**config.mk**
```make
export PLATFORM = sky130hd
export DESIGN_NAME = lfsr_checker_cmp
export DESIGN_NICKNAME = d
export VERILOG_FILES = /design/src/rtl/lfsr_checker_cmp.sv
export SDC_FILE = /design/constraint.sdc
export NUM_CORES = 1
export LEC_CHECK = 0
export ABC_CLOCK_PERIOD_IN_PS = 1800
export BUFFER_PORTS_ARGS = -buffer_cell sky130_fd_sc_hd__buf_2
export CORE_AREA = 2 2 39 41
export DETAILED_ROUTE_END_ITERATION = 10
export DIE_AREA = 0 0 41 43
export SYNTH_ARGS = -nofsm -noshare
export SYNTH_HDL_FRONTEND = slang
export SYNTH_SLANG_ARGS = --single-unit
```
**constraint.sdc**
```tcl
create_clock -name vclk -period 1.8
set_clock_uncertainty 0.15 [all_clocks]
set_input_delay 0.54 -clock vclk [all_inputs]
set_output_delay 0.54 -clock vclk [all_outputs]
set_load 0.01 [all_outputs]
```
**src/rtl/lfsr_checker_cmp.sv**
```systemverilog
// Per-bit masked compare of a received word against the predicted word.
module lfsr_checker_cmp #(
  parameter int WIDTH = 8
) (
  input  logic [WIDTH-1:0] a,
  input  logic [WIDTH-1:0] b,
  input  logic [WIDTH-1:0] mask,
  output logic             match
);

  logic [WIDTH-1:0] diff;

  for (genvar i = 0; i < WIDTH; i++) begin : g_bit
    assign diff[i] = mask[i] & (a[i] ^ b[i]);
  end

  assign match = ~|diff;

endmodule

```
==> results.toml, run 1 <==
[sta]
finalHoldViolations = 0
slew_headroom_pct = 89.8
fmax_ghz = 0.514
drv_slew = 0
tightest_slew_ps = 152
finalCritPeriodShare_pct = 108
finalSetupViolations = 1
fin_ws_ps = -147
hold_ws_ps = 1330
rsz0062_at_grt = "true"
fin_crit_ps = 1950

[global_routing]
grt.overflow.total = 0
grt_pass1_vias = 174
gr-usage-all-layers_pct = 4.40
grt_max_degree = 2
grt_antenna_before_repair = 0
grt_pass1_wl_um = 579

[status]
violations = "setup timing"
status = "finished with violations"

[detailed_routing]
vias = 187
wl_per_cell_um = 7.57
first_pass_iters = 2
wirelength_um = 409
antenna_left = 0
drc = 0
drt_iter0_drc = 2
vias_per_cell = 3.46

[power]
p_sw_uw = 18.5
peakVddDrop_mv = 0.0275
p_leak_nw = 0.152
swShare_pct = 34.7
pwr-share-comb_pct = 100.0
powerDensity_nw_per_um2 = 200
power.internal_uw = 34.9
clockPowerShare_pct = 0
seq_power_share_pct = 0

[cells_and_area]
final_cells = 54
ff_latch_area_um2 = 0
multi_input_area_um2 = 109
seq_cells = 0
fill_cells = 167
area_growth_pct = 145
drive_above_1_share_pct = 65.8
layout.nets = 64
diodes = 0
clock_buffers = 0

[min_path]
hold_start = "mask[4]"
hold_end = "match"
hold_depth = 4
hold_class = "input port to primary output"

[critical_path]
cpMaxStageDelayCell = "and4_1"
slowest_delay_ps = 190
crit_type = "input port to primary output"
critPathArrivalTime_ps = 1260
worstPathMaxFanout = 1
path_cells = "buf_2 > xor2_1 > a22oi_1 > and4_1 > buf_2"
cp-start-kind = "input port"
crit_required_ps = 1110
cp-end-kind = "primary output"
cp_common_cell = "buf_2"

[logic_synthesis]
ys_seq_area_share_pct = 0
syn-num-nets = 37
yosys_warnings = 0
synth_cell_types = 3
syn_area_um2 = 109
synthCells = 13
avgSynthCellArea_um2 = 8.37

[clock_tree]
hold_buffers = 0
post_cts_buffers = 0

[floorplan]
ioPinCount = 25
start_util_pct = 7.87
std_cell_rows = 14
die_area_um2 = 1760
die_w_um = 41
die_height_um = 43
core_um2 = 1380

[place]
placedCellCount = 54
gp_congestion = 0.454
io_buffers = 25
dp_hpwl_um = 399

[flow_run]
cap_violations = 0
logic make-up after synthesis:
logic type | after synthesis | share of synthesized area [%]
xor gates and xnor gates | 8 | 64.4
and+or+nand+nor | 1 | 8.05
AOI/OAI and AO/OA | 4 | 27.6
stage by stage:
stage / power, mW / worst slack [ps] / setup TNS (ps) / utilization, % / area [µm²]
after floorplan: 0.0197 / 26.9 / 0 / - / 109
after global placement: 0.0512 / -198 / -198 / 18.4 / 254
after detailed placement: 0.0519 / -190 / -190 / 18.4 / 254
after CTS: 0.0548 / -164 / -164 / 19.3 / 267
after global routing: 0.0609 / -224 / -224 / 19.3 / 267
final: 0.0534 / -147 / -147 / 19.3 / 267
synth_stat cells:
cell type | n | area share, %
a22oi_1 | 4 | 28
xor2_1 | 8 | 64
and4_1 | 1 | 8.0
cell type report:
| class | count | area share (%) |
|---|---|---|
| multi-input cells | 13 | 40.8 |
| well taps | 16 | 7.51 |
| repair buffers | 25 | 51.6 |
critical path: cells and delay by family:
| kind | cells | cell delay, ps |
|---|---|---|
| simple gates | 1 | 190 |
| xor+xnor | 1 | 150 |
| buf+inv | 2 | 220 |
| compound gates | 1 | 150 |
routing by layer:
metal / vias to the layer above / wire length, µm / global-route usage (%)
met1: 75 / 114 / 4.75
met3: 0 / 84 / 0
met2: 13 / 210 / 9.06
met5: - / 0 / 0
li1: 99 / - / -
met4: 0 / 0 / 0
placed cells by master, fill, tap and decap left out:
master	count
xor2_1	8
buf_6	2
and4_1	1
buf_2	23
a22oi_1	4
power groups by stage:
| stage | clock, mW | sequential, mW | combinational [mW] |
|---|---|---|---|
| 4_1_cts | 0 | 0 | 0.0548 |
| 3_5_place_dp | 0 | 0 | 0.0519 |
| 5_1_grt | 0 | 0 | 0.0609 |
| 6_report | 0 | 0 | 0.0534 |
| 3_3_place_gp | 0 | 0 | 0.0512 |
| 2_1_floorplan | 0 | 0 | 0.0197 |
worst max path at each step:
stage                     slack [ps]  cells after the start  endpoint  start
final                           -150                      5     match   b[6]
after global routing            -220                      5     match   a[1]
after CTS                       -160                      5     match   a[1]
after detailed placement        -190                      5     match   b[7]
after global placement          -200                      5     match   b[7]
after floorplan                   30                      3     match   b[6]
repair_timing:
action | CTS | global route
gates resized for setup | 2 | 0
pin swaps | 7 | 0
gates cloned | 0 | 0
endpoints found under the setup margin | 1 | 1
Power figures use the tool's default switching activity.
==> inputs of run 2 (changes only) <==
- CELL_PAD_IN_SITES_DETAIL_PLACEMENT: unset -> 0
- CELL_PAD_IN_SITES_GLOBAL_PLACEMENT: unset -> 1
- PLACE_DENSITY_LB_ADDON: unset -> 0.1
==> run 2 against run 1 <==
  * The flow still finishes with violations (setup timing)
  * Critical path depth unchanged
  * Global-route usage down 0.80 points
  * Flip-flop and latch count unchanged
  * Design area did not move
  * Via count up 5.3%
  * Total power rose by 0.33%
  * First-iteration DRC count decreased by 50%
  * Fmax decreased by 1.3%
  * Critical endpoint unchanged
  * Largest power group unchanged
  * Highest routed layer unchanged
==> results.toml, run 2 (synthesized netlist as in run 1, its figures left out) <==
[status]
status = "finished with violations"
violations = "setup timing"

[sta]
fin_ws_ps = -173
finalSetupViolations = 1
finalHoldViolations = 0
setup_tns_ps = -173
rsz0062_at_grt = "true"
finalCritPeriodShare_pct = 110
fmax_ghz = 0.507
drv_slew = 0
tightest_slew_ps = 166
fin_crit_ps = 1970
slew_headroom_pct = 88.9

[critical_path]
cp-endpoint = "match"
crit_buf_inv = 2
crit_type = "input port to primary output"
worstPathMaxFanout = 1
crit_required_ps = 1110
critPathTopFamily = "buffers and inverters"
slowest_delay_ps = 200
critPathArrivalTime_ps = 1280
crit_start = "b[7]"
cp-start-kind = "input port"
path_cells = "buf_2 > xor2_1 > a22oi_1 > and4_1 > buf_2"
cpMaxStageDelayCell = "and4_1"
cp-end-kind = "primary output"
cp.depth = 5
cp_common_cell = "buf_2"

[cells_and_area]
diodes = 0
ff_latch_area_um2 = 0
clock_buffers = 0
drive_above_1_share_pct = 65.8
mostFrequentLayoutCell = "buf_2"
layout.nets = 64
seq_cells = 0
final_cell_mix = "buf_2 (23), xor2_1 (8), a22oi_1 (4)"
fill_cells = 164
area_growth_pct = 145

[global_routing]
grt_antenna_before_repair = 0
grt_max_degree = 2
gr-usage-all-layers_pct = 3.60
grt_pass1_wl_um = 476
grt.overflow.total = 0
grt_pass1_vias = 155

[floorplan]
die_area_um2 = 1760
std_cell_rows = 14
die_w_um = 41
core_um2 = 1380
start_util_pct = 7.87
die_height_um = 43
ioPinCount = 25

[power]
peakVddDrop_mv = 0.0445
powerDensity_nw_per_um2 = 201
p_leak_nw = 0.152
p_total_uw = 53.6

[detailed_routing]
drc = 0
wirelength_um = 387
first_pass_iters = 2
antenna_left = 0
wl_per_cell_um = 7.17
drt_iter0_drc = 1
vias_per_cell = 3.65
vias = 197

[place]
dp_hpwl_um = 394
gp_congestion = 0.482
io_buffers = 25

[flow_run]
cap_violations = 0

[min_path]
hold_class = "input port to primary output"

[clock_tree]
post_cts_buffers = 0
hold_buffers = 0
[run 2: layer usage]
layer  up-vias  track usage [%]  part of all wire (%)
li1         99                -                     -
met1        85             2.53                    26
met2        13             8.75                    59
met3         0                0                    15
met4         0                0                     0
met5         -                0                     0
[run 2: final cells by class]
| class | instances | area [µm²] | area share [%] |
|---|---|---|---|
| timing repair buffer | 25 | 138 | 51.6 |
| multi-input combinational | 13 | 109 | 40.8 |
| tap | 16 | 20.0 | 7.51 |
[run 2: through the flow]
step | instance area [µm²] | instances | setup slack (ps) | util, % | hold slack [ps]
2_1_floorplan | 109 | 13 | 26.9 | - | 1140
3_3_place_gp | 254 | 54 | -204 | 18.4 | 1350
3_5_place_dp | 254 | 54 | -216 | 18.4 | 1350
4_1_cts | 267 | 54 | -197 | 19.3 | 1340
5_1_grt | 267 | 54 | -294 | 19.3 | 1370
6_report | 267 | 54 | -173 | 19.3 | 1340
[run 2: worst min-delay path by stage]
stage	from	endpoint	slack [ps]	depth (start not counted)
after CTS	mask[2]	match	1340	4
after floorplan	mask[0]	match	1140	2
after global routing	mask[2]	match	1370	4
after detailed placement	mask[0]	match	1350	4
after global placement	mask[0]	match	1350	4
final	mask[2]	match	1340	4
[run 2: timing repair]
item,CTS,global route
pin swaps,4,0
endpoints found under the setup margin,1,1
gates resized for setup,2,0
[run 2: tightest hold or removal path: stages]
cell and delay [ps]:
buf_2 70, a22oi_1 50, and4_1 140, buf_2 130
[run 2: report_power, final]
| group | switching (mW) | total (mW) | internal, mW |
|---|---|---|---|
| Sequential | 0 | 0 | 0 |
| Clock | 0 | 0 | 0 |
| Combinational | 0.0187 | 0.0536 | 0.0349 |
==> inputs of run 3 (changes only) <==
- ABC_CLOCK_PERIOD_IN_PS: 1800 -> 1790
- PLACE_DENSITY: unset -> 0.68
- PLACE_DENSITY_LB_ADDON: 0.1 -> unset
- clock period: 1.8 -> 1.79 ns (I/O delays scaled with it)
==> run 3 against run 2 <==
  * The run still ends with setup timing left
  * Worst hold slack improved by 8.4 ps
  * Via count decreased by 3.0%
  * Core utilization unchanged
  * Combinational power increased by 1%
  * Routed wire length decreased by 8.8%
==> results.toml, run 3 (synthesized netlist as in run 1, its figures left out) <==
[detailed_routing]
drt_iter0_drc = 0
vias = 191
top_layer = "met3"
first_pass_iters = 1
drc = 0
antenna_left = 0
wl_met2_um = 177
wl_met3_um = 61
vias_per_cell = 3.54
wl_per_cell_um = 6.54
wirelength_um = 353
drt-met1-wl_um = 114

[place]
dp_hpwl_um = 328
placedCellCount = 54
post-place-ws_ps = -216
gp_congestion = 0.483
io_buffers = 25

[power]
swShare_pct = 35.4
powerDensity_nw_per_um2 = 203
clockPowerShare_pct = 0
p_total_uw = 54.2
peakVddDrop_mv = 0.0390
pwr-share-comb_pct = 100.0
p_sw_uw = 19.2
seq_power_share_pct = 0
power.internal_uw = 35.0
p_leak_nw = 0.152

[sta]
fin_crit_ps = 1980
slew_headroom_pct = 87.3
tightest_slew_ps = 190
finalSetupViolations = 1
fin_ws_ps = -190
rsz0062_at_grt = "true"
finalHoldViolations = 0
drv_slew = 0
fmax_ghz = 0.505
finalCritPeriodShare_pct = 111

[critical_path]
critPathArrivalTime_ps = 1290
worstPathMaxFanout = 1
cp-end-kind = "primary output"
crit_type = "input port to primary output"
cp-start-kind = "input port"
crit_required_ps = 1100

[cells_and_area]
diodes = 0
seq_cells = 0
mostFrequentLayoutCell = "buf_2"
final_cells = 54
fill_cells = 154
final_cell_mix = "buf_2 (23), xor2_1 (8), a22oi_1 (4)"
drive_above_1_share_pct = 65.8
area_growth_pct = 145
clock_buffers = 0
layout.nets = 64
multi_input_area_um2 = 109
ff_latch_area_um2 = 0

[floorplan]
core_um2 = 1380
std_cell_rows = 14
die_area_um2 = 1760
start_util_pct = 7.87
die_w_um = 41
ioPinCount = 25
die_height_um = 43

[clock_tree]
post_cts_buffers = 0

[global_routing]
grt_pass1_vias = 129
grt_max_degree = 2
gr-usage-all-layers_pct = 3.50
grt.overflow.total = 0
grt_antenna_before_repair = 0
grt_pass1_wl_um = 455

[min_path]
hold_class = "input port to primary output"

[status]
violations = "setup timing"
status = "finished with violations"

[flow_run]
cap_violations = 0
run 3: cell counts in the layout (fill, tap and decap cells not counted):
No cell type changed its count.
run 3: cell type report:
class                      instances  share of cell area [%]
multi-input combinational         13                    40.8
timing repair buffer              25                    51.6
tap                               16                    7.51
run 3: stage by stage:
step | hold WS (ps) | setup TNS (ps) | utilization, % | cell area, µm²
after floorplan | 1140 | 0 | - | 109
after global placement | 1330 | -200 | 18.4 | 254
after detailed placement | 1340 | -216 | 18.4 | 254
after CTS | 1340 | -184 | 19.3 | 267
after global routing | 1380 | -270 | 19.3 | 267
final | 1340 | -190 | 19.3 | 267
run 3: worst max-delay path, cell delays in order:
cell and delay [ps]:
buf_6 90, xor2_1 150, a22oi_1 200, and4_1 190, buf_2 120
run 3: path summary, 6_finish.rpt:
| kind | startpoint | to | cells past startpoint |
|---|---|---|---|
| worst max-delay path | a[3] | match | 5 |
| worst min-delay path | mask[2] | match | 4 |
run 3: what timing repair did:
item                                    in CTS  in global routing
resized for setup                            2                  0
hold buffers                                 0                  0
endpoints found under the hold margin        0                  0
endpoints found under the setup margin       1                  1
pin swaps                                    7                  0
run 3: power by group through the flow:
stage	clock (mW)	sequential (mW)	combinational, mW
final	0	0	0.0542
after CTS	0	0	0.0551
after global placement	0	0	0.0512
after floorplan	0	0	0.0198
after detailed placement	0	0	0.0522
after global routing	0	0	0.0613
run 3: metal layers:
layer / vias up / GRT usage [%]
li1: 99 / -
met1: 79 / 4.11
met2: 13 / 6.88
met3: 0 / 0
met4: 0 / 0
met5: - / 0
